### config.mk
export PLATFORM = sky130hd
export DESIGN_NAME = master_in_port_flat
export DESIGN_NICKNAME = d
export VERILOG_FILES = /design/src/rtl/master_in_port_if.sv /design/src/rtl/master_in_port.sv /design/src/flat_wrapper.sv
export SDC_FILE = /design/constraint.sdc
export NUM_CORES = 1
export LEC_CHECK = 0
export BUFFER_PORTS_ARGS = -buffer_cell sky130_fd_sc_hd__buf_2
export CAP_MARGIN = 30
export CORE_MARGIN = 2
export CORE_UTILIZATION = 55
export CTS_BUF_LIST = sky130_fd_sc_hd__clkbuf_16
export CTS_CLUSTER_SIZE = 12
export DETAILED_ROUTE_END_ITERATION = 8
export PLACE_DENSITY = 0.78
export SLEW_MARGIN = 10
export SYNTH_ARGS = -nofsm -noshare
export SYNTH_HDL_FRONTEND = slang
export SYNTH_SLANG_ARGS = --single-unit
### constraint.sdc
create_clock -name clk -period 1.79 [get_ports clk]
set_input_delay 0.179 -clock clk [delete_from_list [all_inputs] [get_ports clk]]
set_output_delay 0.179 -clock clk [all_outputs]
set_load 0.03 [all_outputs]
### src/rtl/master_in_port_if.sv
`default_nettype none
// ============================================================================
// Module   : master_in_port_if
// Brief    : Handshake and serial-data bundle between the master receive port
//            and the slave serial output port.
// Revision : 1.0 - initial release
// ============================================================================
interface master_in_port_if #(
  parameter int DATA_WIDTH = 8
);
  logic                  master_en;
  logic                  slave_valid;
  logic                  rx_data;
  logic                  master_ready;
  logic [DATA_WIDTH-1:0] data_out;
  logic                  rx_done;
  logic                  rx_err;
  logic                  busy;

  // master: the receive port itself; slave: the side driving frames into it
  modport master (
    input  master_en, slave_valid, rx_data,
    output master_ready, data_out, rx_done, rx_err, busy
  );

  modport slave (
    output master_en, slave_valid, rx_data,
    input  master_ready, data_out, rx_done, rx_err, busy
  );
endinterface
`default_nettype wire

### src/rtl/master_in_port.sv
`default_nettype none
// ============================================================================
// Module   : master_in_port
// Brief    : Master-side serial receive port; grants the bus, shifts in an
//            LSB-first frame and presents the word with a done/err pulse.
// Revision : 1.0 - initial release
// ============================================================================
module master_in_port #(
  parameter int DATA_WIDTH = 8
) (
  input  wire                 clk,
  input  wire                 reset,
  master_in_port_if.master    bus
);

  localparam int CNT_W = (DATA_WIDTH > 1) ? $clog2(DATA_WIDTH) : 1;
  localparam logic [CNT_W-1:0] LAST_BIT = CNT_W'(DATA_WIDTH - 1);

  typedef enum logic [1:0] {
    IDLE  = 2'd0,
    READY = 2'd1,
    RECV  = 2'd2,
    DONE  = 2'd3
  } state_t;

  state_t                state_q, state_d;
  logic [CNT_W-1:0]      bit_cnt_q, bit_cnt_d;
  logic [DATA_WIDTH-1:0] shift_q, shift_d;
  logic [DATA_WIDTH-1:0] data_out_q, data_out_d;
  logic                  rx_err_q, rx_err_d;

  always_ff @(posedge clk) begin
    if (reset) begin
      state_q    <= IDLE;
      bit_cnt_q  <= '0;
      shift_q    <= '0;
      data_out_q <= '0;
      rx_err_q   <= 1'b0;
    end else begin
      state_q    <= state_d;
      bit_cnt_q  <= bit_cnt_d;
      shift_q    <= shift_d;
      data_out_q <= data_out_d;
      rx_err_q   <= rx_err_d;
    end
  end

  always_comb begin
    state_d    = state_q;
    bit_cnt_d  = bit_cnt_q;
    shift_d    = shift_q;
    data_out_d = data_out_q;
    rx_err_d   = 1'b0;

    case (state_q)
      IDLE: begin
        if (bus.master_en) begin
          state_d = READY;
        end
      end

      READY: begin
        // A pending slave frame wins over a withdrawn request on the same edge
        if (bus.slave_valid) begin
          state_d   = RECV;
          bit_cnt_d = '0;
          shift_d   = '0;
        end else if (!bus.master_en) begin
          state_d = IDLE;
        end
      end

      RECV: begin
        if (!bus.slave_valid) begin
          state_d   = IDLE;
          rx_err_d  = 1'b1;
          bit_cnt_d = '0;
          shift_d   = '0;
        end else begin
          shift_d[bit_cnt_q] = bus.rx_data;
          if (bit_cnt_q == LAST_BIT) begin
            // Counter parks on the last bit; the next handshake clears it
            data_out_d = shift_d;
            state_d    = DONE;
          end else begin
            bit_cnt_d = bit_cnt_q + 1'b1;
          end
        end
      end

      DONE: begin
        state_d = bus.master_en ? READY : IDLE;
      end

      default: begin
        state_d = IDLE;
      end
    endcase
  end

  assign bus.master_ready = (state_q == READY);
  assign bus.busy         = (state_q == RECV) || (state_q == DONE);
  assign bus.rx_done      = (state_q == DONE);
  assign bus.rx_err       = rx_err_q;
  assign bus.data_out     = data_out_q;

endmodule
`default_nettype wire

### src/flat_wrapper.sv
// flat-port wrapper written by rule: the top's interface ports become plain ports
module master_in_port_flat 
#(
  parameter int DATA_WIDTH = 8
)
  (clk, reset, bus_master_en, bus_slave_valid, bus_rx_data, bus_master_ready, bus_data_out, bus_rx_done, bus_rx_err, bus_busy);
  master_in_port_if #(.DATA_WIDTH(DATA_WIDTH)) bus_i ();
  input  wire clk;
  input  wire reset;
  input wire logic [$bits(bus_i.master_en)-1:0] bus_master_en;
  input wire logic [$bits(bus_i.slave_valid)-1:0] bus_slave_valid;
  input wire logic [$bits(bus_i.rx_data)-1:0] bus_rx_data;
  output wire logic [$bits(bus_i.master_ready)-1:0] bus_master_ready;
  output wire logic [$bits(bus_i.data_out)-1:0] bus_data_out;
  output wire logic [$bits(bus_i.rx_done)-1:0] bus_rx_done;
  output wire logic [$bits(bus_i.rx_err)-1:0] bus_rx_err;
  output wire logic [$bits(bus_i.busy)-1:0] bus_busy;
  assign bus_i.master_en = bus_master_en;
  assign bus_i.slave_valid = bus_slave_valid;
  assign bus_i.rx_data = bus_rx_data;
  assign bus_master_ready = bus_i.master_ready;
  assign bus_data_out = bus_i.data_out;
  assign bus_rx_done = bus_i.rx_done;
  assign bus_rx_err = bus_i.rx_err;
  assign bus_busy = bus_i.busy;
  master_in_port #(.DATA_WIDTH(DATA_WIDTH)) u_core (.clk(clk), .reset(reset), .bus(bus_i));
endmodule
# After elaboration in Yosys (flattened, before gate mapping)
# Index checks and enable logic that the tools add are counted.
[op_classes]
n_eq_ne = 9
n_mux = 18
order_cmp = 2
reduce_logical = 9
n_addsub = 1
bitwise_logic = 1
[op_table]
columns = ["op", "n"]
rows = [
  ["8-bit 2-to-1 mux", 2],
  ["8-bit one-hot mux with 2 select lines", 1],
  ["2-bit 2-to-1 mux", 5],
  ["3-bit 2-to-1 mux", 3],
  ["3-bit AND reduction", 3],
  ["8-bit bitwise mux", 1],
  ["2-bit one-hot mux with 4 select lines", 1],
  ["3-bit != test (second input constant)", 2],
  ["3-bit one-hot mux with 2 select lines", 1],
  ["2-bit equality test (second input constant)", 2],
  ["3-bit by 4-bit < comparator with 1-bit output (second input constant)", 1],
  ["2-bit != test (second input constant)", 2],
  ["3-bit by 1-bit adder with 3-bit output (second input constant)", 1],
  ["1-bit demux with 3-bit select", 1],
  ["3-bit equality test (second input constant)", 1],
  ["3-bit by 1-bit >= comparator with 1-bit output (second input constant)", 1],
  ["1-bit 2-to-1 mux", 3],
  ["3-bit by 2-bit != test with 1-bit output (second input constant)", 1],
  ["2-bit by 1-bit equality test with 1-bit output (second input constant)", 1],
  ["2-bit zero test", 1],
  ["2-bit AND reduction", 1],
  ["2-bit nonzero test", 1],
  ["2-bit OR reduction", 1],
  ["1-bit logical AND", 1],
  ["other kinds (2)", 2],
]
[totals]
regBits = 22

# Depth between registers and ports, before layout
# Gate-level depths: netlist of run 1.
[logic_depth]
ltp_word = 7
depth_mapped = 7

# Least setup slack after synthesis of run 1
# Ideal clock, no wire load.
[synth_timing]
kind = "reg-to-reg"
startpoint = "register u_core.state_q[0]"
endpoint = "register u_core.bit_cnt_q[0]"
setup_slack_ns = 0.338
arrival_ns = 1.320
n_path_buf = 1
stages_incl_launch_ff = 7
required_ns = 1.658
path_cell_list = "dfxtp_1 inv_1 ha_1 and3_1 buf_6 o31ai_1 a21oi_1"
[synth_between]
elab_chain_cells = 3
[synth_rtl]
columns = ["item", "line_no", "text"]
rows = [
  ["start: declaration", "master_in_port.sv:26", "state_t state_q, state_d;"],
  ["start signal: assignment", "master_in_port.sv:40", "state_q <= state_d;"],
  ["2-bit equality test or 2-bit by 1-bit equality test with 1-bit output (tied branches)", "master_in_port.sv:55", "case (state_q)"],
  ["3-bit != test (no line), or another cell as far along", "--", ""],
  ["3-bit AND reduction (no line)", "--", ""],
  ["end signal: assignment", "master_in_port.sv:41", "bit_cnt_q <= bit_cnt_d;"],
  ["end: declaration", "master_in_port.sv:27", "logic [CNT_W-1:0] bit_cnt_q, bit_cnt_d;"],
]
# Several ways; a longest one is shown, not always the timed one.
# A chain may end at the register's enable or synchronous reset.

# Worst setup path in the final report of run 1
[layout_timing]
startpoint = "register u_core.state_q[0]"
endpoint = "output bus_busy"
[layout_between]
elab_chain_cells = 2
[layout_rtl]
columns = ["item", "line_no", "text"]
rows = [
  ["2-bit equality test", "master_in_port.sv:102", "assign bus.busy = (state_q == RECV) || (state_q == DONE);"],
  ["1-bit logical OR (*)", "master_in_port.sv:102", ""],
  ["end: declaration", "flat_wrapper.sv:17", "output wire logic [$bits(bus_i.busy)-1:0] bus_busy;"],
]
# Every way passes the cells marked *; elsewhere a longest branch is shown, timed or not.

==> results of run 1 <==
final cells by class:
class / instances / share of cell area [%]
Clock buffer: 3 / 5.23
Clock inverter: 1 / 2.09
Inverter: 3 / 0.784
Multi-Input combinational cell: 99 / 49.2
Sequential cell: 22 / 30.7
Tap cell: 28 / 2.44
Timing Repair Buffer: 22 / 9.58
metrics by stage:
| step | utilization [%] | power (uW) | instances | worst slack, ps | hold WS, ps |
|---|---|---|---|---|---|
| 2_1_floorplan | - | 584 | 136 | 338 | 251 |
| 3_3_place_gp | 61.2 | 617 | 174 | 235 | 454 |
| 3_5_place_dp | 61.2 | 622 | 174 | 159 | 461 |
| 4_1_cts | 66.0 | 1240 | 178 | 62.4 | 191 |
| 5_1_grt | 66.2 | 1280 | 178 | 40.9 | 210 |
| 6_report | 66.2 | 1230 | 178 | 129 | 196 |
sequential cells by signal (all words and copies together) (netlist names):
signal	cells
u_core.bus.data_out	8
u_core.bit_cnt_q	3
u_core.state_q	2
u_core.shift_q	8
u_core.bus.rx_err	1
power by group:
part           internal (uW)  total [uW]  switching (uW)
clock network            444         614             171
registers                494         500            5.93
logic                   39.1         113            73.7
total                    977        1230             250
Yosys cell counts:
cell type	n	area share, %
o21ai_0	8	3.3
nand4b_1	2	1.4
nand2_1	5	1.5
and3_1	3	1.5
a31oi_1	9	4.6
nand2b_1	3	1.5
a211oi_1	8	4.9
nand3b_1	11	6.7
clkbuf_2	1	0.41
or4_1	1	0.61
buf_8	1	1.2
nand3_1	5	2.0
buf_2	3	1.2
buf_4	2	1.2
inv_1	3	0.91
a311oi_1	1	0.71
o31ai_1	3	1.8
nor3b_2	1	1.0
a21oi_1	4	1.6
nor2_1	9	2.7
or4b_1	1	0.81
dfxtp_1	22	36
nor3b_1	3	1.8
or2_2	1	0.51
nand4_1	1	0.51
mux2i_1	9	7.3
ha_1	8	8.1
nor3_2	1	0.81
nor2b_1	1	0.51
and4_1	1	0.71
buf_6	1	0.91
clkbuf_1	4	1.2
repair_timing:
| action | in CTS | in global routing |
|---|---|---|
| endpoints found under the setup margin | 0 | 3 |
| hold buffers | 0 | 0 |
| gates resized for setup | 0 | 2 |
path summary, 6_finish.rpt:
kind | startpoint | endpoint | slack, ps | cells past startpoint
max | u_core.state_q[0]$_SDFFE_PP0P_ | bus_busy | 130 | 4
min | bus_slave_valid | u_core.bus.rx_err$_SDFF_PP0_ | 200 | 2
max reg2reg | u_core.state_q[0]$_SDFFE_PP0P_ | u_core.shift_q[7]$_SDFFE_PP0P_ | 190 | 5
min reg2reg | u_core.bus.data_out[1]$_SDFFE_PP0P_ | u_core.bus.data_out[1]$_SDFFE_PP0P_ | 490 | 2
routing by layer:
layer  track usage (%)  vias to the layer above
li1                  -                      533
met1              28.8                      508
met2              37.4                       27
met3              3.51                        5
met4              9.21                        0
met5                 0                        -
cell families after synthesis:
family	synth area share [%]
AO/OA/AOI/OAI	16.9
flip-flops	35.8
buffers and inverters	7.11
multiplexers	7.32
adder cells (fa/ha/maj)	8.13
AND/OR/NAND/NOR	24.8
==> out/qor.yml, run 1 <==
status:
  status: "completed"
global_routing:
  grt_first_pass_wirelength_mm: 4.46
  antenna_found_initial: 0
  grt_max_degree: 24
  grtUsageTotal_pct: 22.4
  grt-ovfl-total: 0
  first_global_vias: 976
layout:
  layout_common_cells: "22 x dfxtp_1, 16 x buf_2, 11 x nand3b_1"
  synthToLayoutAreaGrowth_pct: 16.7
  multi_input_area_sq_um: 707
  layout-drive-gt1-share_pct: 20.7
  nFillCells: 185
  mostFrequentLayoutCell: "dfxtp_1"
  antennaDiodeCount: 0
  seqCellArea_sq_um: 440
  finalNetCount: 164
  design_area_sq_mm: 0.00144
synthesis:
  ys_seq_area_share_pct: 35.8
  synth_seq_cells: 22
  ys_types: 32
  syn-num-nets: 149
  synth_area_sq_mm: 0.00123
  syn_inst: 136
  synth_warnings: 0
  syn_area_per_cell_sq_um: 9.05
clock_tree:
  cts.path.max_buffers: 2
  clk_latency_ps: 250
  clockRootBuffer: "clkbuf_16"
  clk_pin_slew_ps: 60
  cts_tree: "done"
  cts_made_buffers: 3
  clock_sinks: 22
  postCtsSetupBuffers: 0
  htreeDepth: 1
power:
  p_leak_uw: 0.000571
  peakVddDrop_mv: 0.681
  p_per_area_mw_per_mm2: 854
route:
  drc: 0
  highest_layer: "met4"
  wire_per_inst_um: 15.0
  met3WireLength_um: 113
  routed-wl-met2_mm: 1.30
  met1Wirelength_mm: 1.22
  drt_first_pass_iters: 4
  final_antenna_net_count: 0
  via_per_inst: 6.03
  vias: 1073
  drt_iter0_drc: 27
  drt_wl_total_mm: 2.67
placement:
  dp_hpwl_mm: 1.80
  io_buffers: 16
  place_area_sq_mm: 0.00133
  place_congestion: 0.743
sta:
  rsz0062_at_grt: "false"
  relSlewSlack_pct: 70.9
  finClkSkew_ps: 3.55
  period_needed_ps: 1660
  tightest_slew_ps: 437
  hold_viol: 0
  timing.final.crit_share_pct: 92.8
  drv_slew: 0
  max_freq_mhz: 602
  setup_violations: 0
  tns_ps: 0
setup_path:
  path_cells: "inv_1 > ha_2 > or2_2 > buf_2"
  crit_arrival_ps: 1480
  crit_family: "flip-flops"
  crit_buf_inv: 2
  cp_slowest_cell: "dfxtp_1"
  slowest_delay_ps: 410
  worstPathMaxFanout: 8
  worstSetupEndpointType: "output port"
  worstSetupPathType: "flop to output port"
  crit_path_start_kind: "flop"
  worstPathRequired_ps: 1610
die:
  coreArea_sq_mm: 0.00217
  fp.dieH_um: 51.3
  die_x_um: 51.3
  num_io_pins: 17
  dieArea_sq_mm: 0.00263
  num_rows: 17
  initial_core_util_pct: 56.7
run:
  max-cap-violations: 0
hold_path:
  min_path_type: "input port to flop"
No activity file was read; power rests on OpenSTA's default activity.
==> inputs of run 2 (changes only) <==
- CORE_UTILIZATION: 55 -> 45
- PLACE_DENSITY: 0.78 -> 0.66
==> run 2 against run 1 <==
Net effect: cell count increased by 1.1%; highest routed layer is now met3; largest power group is now registers; design area decreased by 2.6%; sequential share of layout area increased by 0.82 points; non-clock buffer count unchanged; combinational power about the same; count of clock-buffer cells in the layout unchanged.
==> out/qor.yml, run 2 (synthesis results as in run 1) <==
clock_tree:
  clockRootBuffer: "clkbuf_16"
  clock_sinks: 22
  cts_tree: "done"
  cts.path.max_buffers: 2
  holdBufCountCts: 0
  htreeDepth: 1
  clk_latency_ps: 250
  clk_pin_slew_ps: 60
  cts_made_buffers: 3
sta:
  holdWs_ps: 202
  fin_ws_ps: 71.8
  tightest_slew_ps: 422
  period_needed_ps: 1720
  relSlewSlack_pct: 71.8
  finClkSkew_ps: 1.95
  drv_slew: 0
  max_freq_mhz: 582
  hold_viol: 0
  setup_violations: 0
  timing.final.crit_share_pct: 96.0
route:
  drt_iter0_drc: 31
  wire_per_inst_um: 15.4
  drt_first_pass_iters: 4
  final_antenna_net_count: 0
  vias: 1061
  drt_wl_total_mm: 2.78
  via_per_inst: 5.89
  drc: 0
layout:
  antennaDiodeCount: 0
  mostFrequentLayoutCell: "dfxtp_1"
  layout-drive-gt1-share_pct: 20.0
  utilization_pct: 55.0
  layout_common_cells: "22 x dfxtp_1, 16 x buf_2, 11 x nand3b_1"
  finalNetCount: 164
  synthToLayoutAreaGrowth_pct: 13.6
  finalNonFillerCells: 180
setup_path:
  r2r_end: "u_core.shift_q[6]$_SDFFE_PP0P_"
  crit_arrival_ps: 1540
  worstSetupPathType: "flop to output port"
  worstRegToRegCells: 5
  worstPathMaxFanout: 8
  worstPathRequired_ps: 1610
  r2r_setup_slack_ps: 160
  crit_path_start_kind: "flop"
  r2r_start: "u_core.state_q[0]$_SDFFE_PP0P_"
  worstSetupEndpointType: "output port"
die:
  fp.dieH_um: 56.3
  dieArea_sq_mm: 0.00317
  num_io_pins: 17
  die_x_um: 56.3
  num_rows: 18
  initial_core_util_pct: 48.4
  coreArea_sq_mm: 0.00254
run:
  max-cap-violations: 0
placement:
  post-place-ws_ps: 98.2
  io_buffers: 16
  dp.cells: 176
  dp_hpwl_mm: 1.93
  place_congestion: 0.773
power:
  p_leak_uw: 0.000557
  peakVddDrop_mv: 0.702
  p_per_area_mw_per_mm2: 774
  p_clk_share_pct: 43.3
  cell_internal_pwr_uw: 831
  comb_power_share_pct: 10.5
  p_sw_uw: 252
  swShare_pct: 23.3
  seq_power_share_pct: 46.2
global_routing:
  grt_max_degree: 24
  antenna_found_initial: 0
  grt_first_pass_wirelength_mm: 4.63
  grtUsageTotal_pct: 18.2
  grt-ovfl-total: 0
  first_global_vias: 1034
hold_path:
  hold_depth: 2
  hp-start: "bus_slave_valid"
  min_path_type: "input port to flop"
  whs_endpoint: "u_core.bus.rx_err$_SDFF_PP0_"
status:
  status: "completed"
-- run 2: cell count changes in the layout (fill, tap and decap cells not counted), sizes merged --
| cell | delta |
|---|---|
| bufinv | -1 |
| clkinv | +1 |
-- run 2: critical path: stages (launching register included) --
cell,delay (ps)
dfxtp_1,410
inv_1,110
ha_1,280
or2_2,310
buf_2,180
-- run 2: worst max-delay path by stage --
stage,startpoint,slack [ps],cells after the start,end
floorplan,u_core.state_q[0]$_SDFFE_PP0P_,340,6,u_core.bit_cnt_q[0]$_SDFFE_PP0P_
global placement,u_core.state_q[0]$_SDFFE_PP0P_,190,6,u_core.bus.data_out[3]$_SDFFE_PP0P_
detailed placement,u_core.state_q[1]$_SDFFE_PP0P_,100,5,u_core.shift_q[1]$_SDFFE_PP0P_
CTS,u_core.state_q[0]$_SDFFE_PP0P_,90,4,bus_busy
global route,u_core.state_q[0]$_SDFFE_PP0P_,-3,4,bus_busy
finish,u_core.state_q[0]$_SDFFE_PP0P_,70,4,bus_busy
-- run 2: final cells by class --
class | instances | area, sq um
Fill cell | 237 | 1150
Sequential cell | 22 | 440
Inverter | 3 | 11.3
Tap cell | 30 | 37.5
Clock inverter | 1 | 3.75
Multi-Input combinational cell | 99 | 706
Timing Repair Buffer | 22 | 125
Clock buffer | 3 | 75.1
-- run 2: repair_timing --
| item | in CTS | in global routing |
|---|---|---|
| setup endpoints to repair | 0 | 9 |
| gates resized for setup | 0 | 2 |
| buffers inserted | 0 | 0 |
-- run 2: through the flow --
step | power, uW | setup TNS, ps | instance area, sq um
floorplan | 584 | 0 | 1230
global placement | 619 | 0 | 1320
detailed placement | 621 | 0 | 1320
CTS | 1090 | 0 | 1400
global route | 1120 | -6.06 | 1400
finish | 1080 | 0 | 1400
-- run 2: power groups by stage --
| stage | clock network (uW) | registers [uW] | logic (uW) |
|---|---|---|---|
| 2_1_floorplan | 0 | 510 | 74.5 |
| 6_report | 469 | 500 | 114 |
| 3_5_place_dp | 0 | 511 | 110 |
| 3_3_place_gp | 0 | 510 | 109 |
| 5_1_grt | 492 | 501 | 124 |
| 4_1_cts | 482 | 500 | 111 |
-- run 2: metal layers --
metal	share of wire [%]	global-route usage, %	vias up
met5	0	0	-
met4	0	3.40	0
met3	5.6	4.84	0
met2	50	31.3	32
met1	45	23.1	502
li1	-	-	527
==> inputs of run 3 (changes only) <==
- ABC_AREA: not set -> 1
==> run 3 against run 2 <==
Net effect: core utilization fell by 1.5 points; die area rose by 4.4%; worst hold slack improved by 11 ps; cell count rose by 29%; total power rose by 36%; global-route usage fell by 0.93 points; highest routed layer is now met4.
==> out/qor.yml, run 3 <==
status:
  status: "completed"
clock_tree:
  clock_sinks: 22
  clockRootBuffer: "clkbuf_16"
  htreeDepth: 1
  cts.path.max_buffers: 2
  clk_pin_slew_ps: 60
  clk_latency_ps: 260
  cts_made_buffers: 3
  cts_tree: "done"
setup_path:
  crit_arrival_ps: 1470
  path_cells: "inv_1 > ha_2 > or2_2 > buf_2"
  slowest_delay_ps: 380
  worstSetupEndpointType: "output port"
  crit_path_start_kind: "flop"
  worstPathRequired_ps: 1610
  worstSetupPathType: "flop to output port"
  r2r_setup_slack_ps: 330
  worstPathMaxFanout: 5
  cp_slowest_cell: "dfxtp_1"
  worstRegToRegCells: 7
layout:
  nFillCells: 268
  antennaDiodeCount: 0
  utilization_pct: 53.5
  synthToLayoutAreaGrowth_pct: 13.4
  mostFrequentLayoutCell: "nand2_1"
  finalNetCount: 216
  layout_common_cells: "51 x nand2_1, 30 x inv_1, 22 x nand3_1, 22 x dfxtp_1, 16 x buf_2"
  finalNonFillerCells: 233
  layout-drive-gt1-share_pct: 15.3
synthesis:
  ys_types: 26
  synth_area_sq_mm: 0.00129
  synth_seq_cells: 22
  synth.most_common_cell: "nand2_1"
  yosysTopAreaCell: "dfxtp_1"
  ys_seq_area_share_pct: 34.1
  synth_area_leaders: "dfxtp_1 34%, nand2_1 15%, inv_1 8.7%, nand3_1 8.5%, ha_1 7.8%"
  synth_edf_count: 0
  syn_area_per_cell_sq_um: 6.97
  synth_warnings: 0
  yosys-top-cells-count: "51 x nand2_1, 30 x inv_1, 22 x dfxtp_1, 22 x nand3_1, 10 x a21oi_1"
  synth_ff_type: "dfxtp_1"
  syn-num-nets: 198
  syn_inst: 185
  yosysTopAreaCellShare_pct: 34.1
  async_reset_ff_share_pct: 0
power:
  power_uw: 1470
  p_per_area_mw_per_mm2: 1010
  peakVddDrop_mv: 0.731
  p_leak_uw: 0.000738
global_routing:
  grt_first_pass_wirelength_mm: 4.37
  grt-ovfl-total: 0
  antenna_found_initial: 0
  grtUsageTotal_pct: 17.3
  first_global_vias: 1051
  grt_max_degree: 17
die:
  die_x_um: 57.5
  num_rows: 19
  fp.dieH_um: 57.5
  num_io_pins: 17
  initial_core_util_pct: 47.2
  coreArea_sq_mm: 0.00273
  dieArea_sq_mm: 0.00331
route:
  met3WireLength_um: 82
  final_antenna_net_count: 0
  drt_wl_total_mm: 2.46
  drt_first_pass_iters: 4
  vias: 1132
  drt_iter0_drc: 38
  met1Wirelength_mm: 1.22
  drc: 0
  wire_per_inst_um: 10.6
  routed-wl-met2_mm: 1.12
  via_per_inst: 4.86
  highest_layer: "met4"
sta:
  period_needed_ps: 1650
  tns_ps: 0
  drv_slew: 0
  finClkSkew_ps: 4.95
  tightest_slew_ps: 413
  hold_viol: 0
  rsz0062_at_grt: "false"
  relSlewSlack_pct: 72.5
  setup_violations: 0
  timing.final.crit_share_pct: 92.1
  holdWs_ps: 213
  max_freq_mhz: 607
placement:
  dp_hpwl_mm: 1.87
  dp.cells: 229
  place_congestion: 0.892
  io_buffers: 16
run:
  max-cap-violations: 0
hold_path:
  hold_depth: 2
  min_path_type: "input port to flop"
-- run 3: cell count changes in the layout (fill, tap and decap cells not counted), moves of 5 or more --
cell / previous run / this run
nand3_1: 5 / 22
o21ai_0: 8 / 3
mux2i_1: 9 / 0
nand4_1: 1 / 6
o21a_1: 0 / 8
nand3b_1: 11 / 0
a21oi_1: 4 / 10
nand2_1: 5 / 51
a31oi_1: 9 / 0
a211oi_1: 8 / 0
inv_1: 3 / 30
-- run 3: where the power goes --
group          internal, uW  switching [uW]  leakage (uW)
logic                   141             330      0.000522
clock network           298             172     0.0000385
registers               512            18.3      0.000178
total                   951             520      0.000738
-- run 3: cells by family (layout without fill, tap and decap cells) --
| group | after synthesis | count (layout) | share of synthesized area (%) |
|---|---|---|---|
| buf+inv | 39 | 56 | 13.5 |
| fa+ha+maj | 8 | 8 | 7.76 |
| flops | 22 | 22 | 34.1 |
| simple gates | 92 | 92 | 33.0 |
| compound gates | 24 | 24 | 11.6 |
-- run 3: metal layers --
metal	vias to the layer above	global-route usage (%)
li1	624	-
met1	487	21.2
met2	16	28.2
met3	5	4.76
met4	0	7.31
met5	-	0
-- run 3: final cells by class --
type / count / area [sq um] / area share [%]
timing repair buffer: 19 / 103 / 7.01
sequential: 22 / 440 / 30.1
clock buffer: 3 / 75.1 / 5.13
tap: 31 / 38.8 / 2.65
inverter: 33 / 124 / 8.47
multi-input combinational: 124 / 678 / 46.4
clock inverter: 1 / 3.75 / 0.257
-- run 3: stage by stage --
| stage | area, sq um | setup slack [ps] |
|---|---|---|
| floorplan | 1290 | 432 |
| global placement | 1380 | 335 |
| detailed placement | 1380 | 288 |
| CTS | 1460 | 66.0 |
| global route | 1460 | 66.9 |
| finish | 1460 | 142 |
-- run 3: final timing paths --
| check | endpoint | from |
|---|---|---|
| max | bus_busy | u_core.state_q[0]$_SDFFE_PP0P_ |
| min | u_core.bus.rx_err$_SDFF_PP0_ | bus_slave_valid |
| max reg2reg | u_core.bit_cnt_q[0]$_SDFFE_PP0P_ | u_core.state_q[1]$_SDFFE_PP0P_ |
| min reg2reg | u_core.shift_q[5]$_SDFFE_PP0P_ | u_core.shift_q[5]$_SDFFE_PP0P_ |
-- run 3: worst max-delay path: cells and delay by family, from the launching register on --
kind	cells	cell delay, ps
AND/OR/NAND/NOR	1	290
buffers and inverters	2	300
adder cells (fa/ha/maj)	1	250
flip-flops	1	380
-- run 3: timing repair --
action / CTS / global route
hold buffers: 0 / 0
endpoints found under the setup margin: 0 / 1
buffers inserted: 0 / 0
resized for setup: 0 / 1
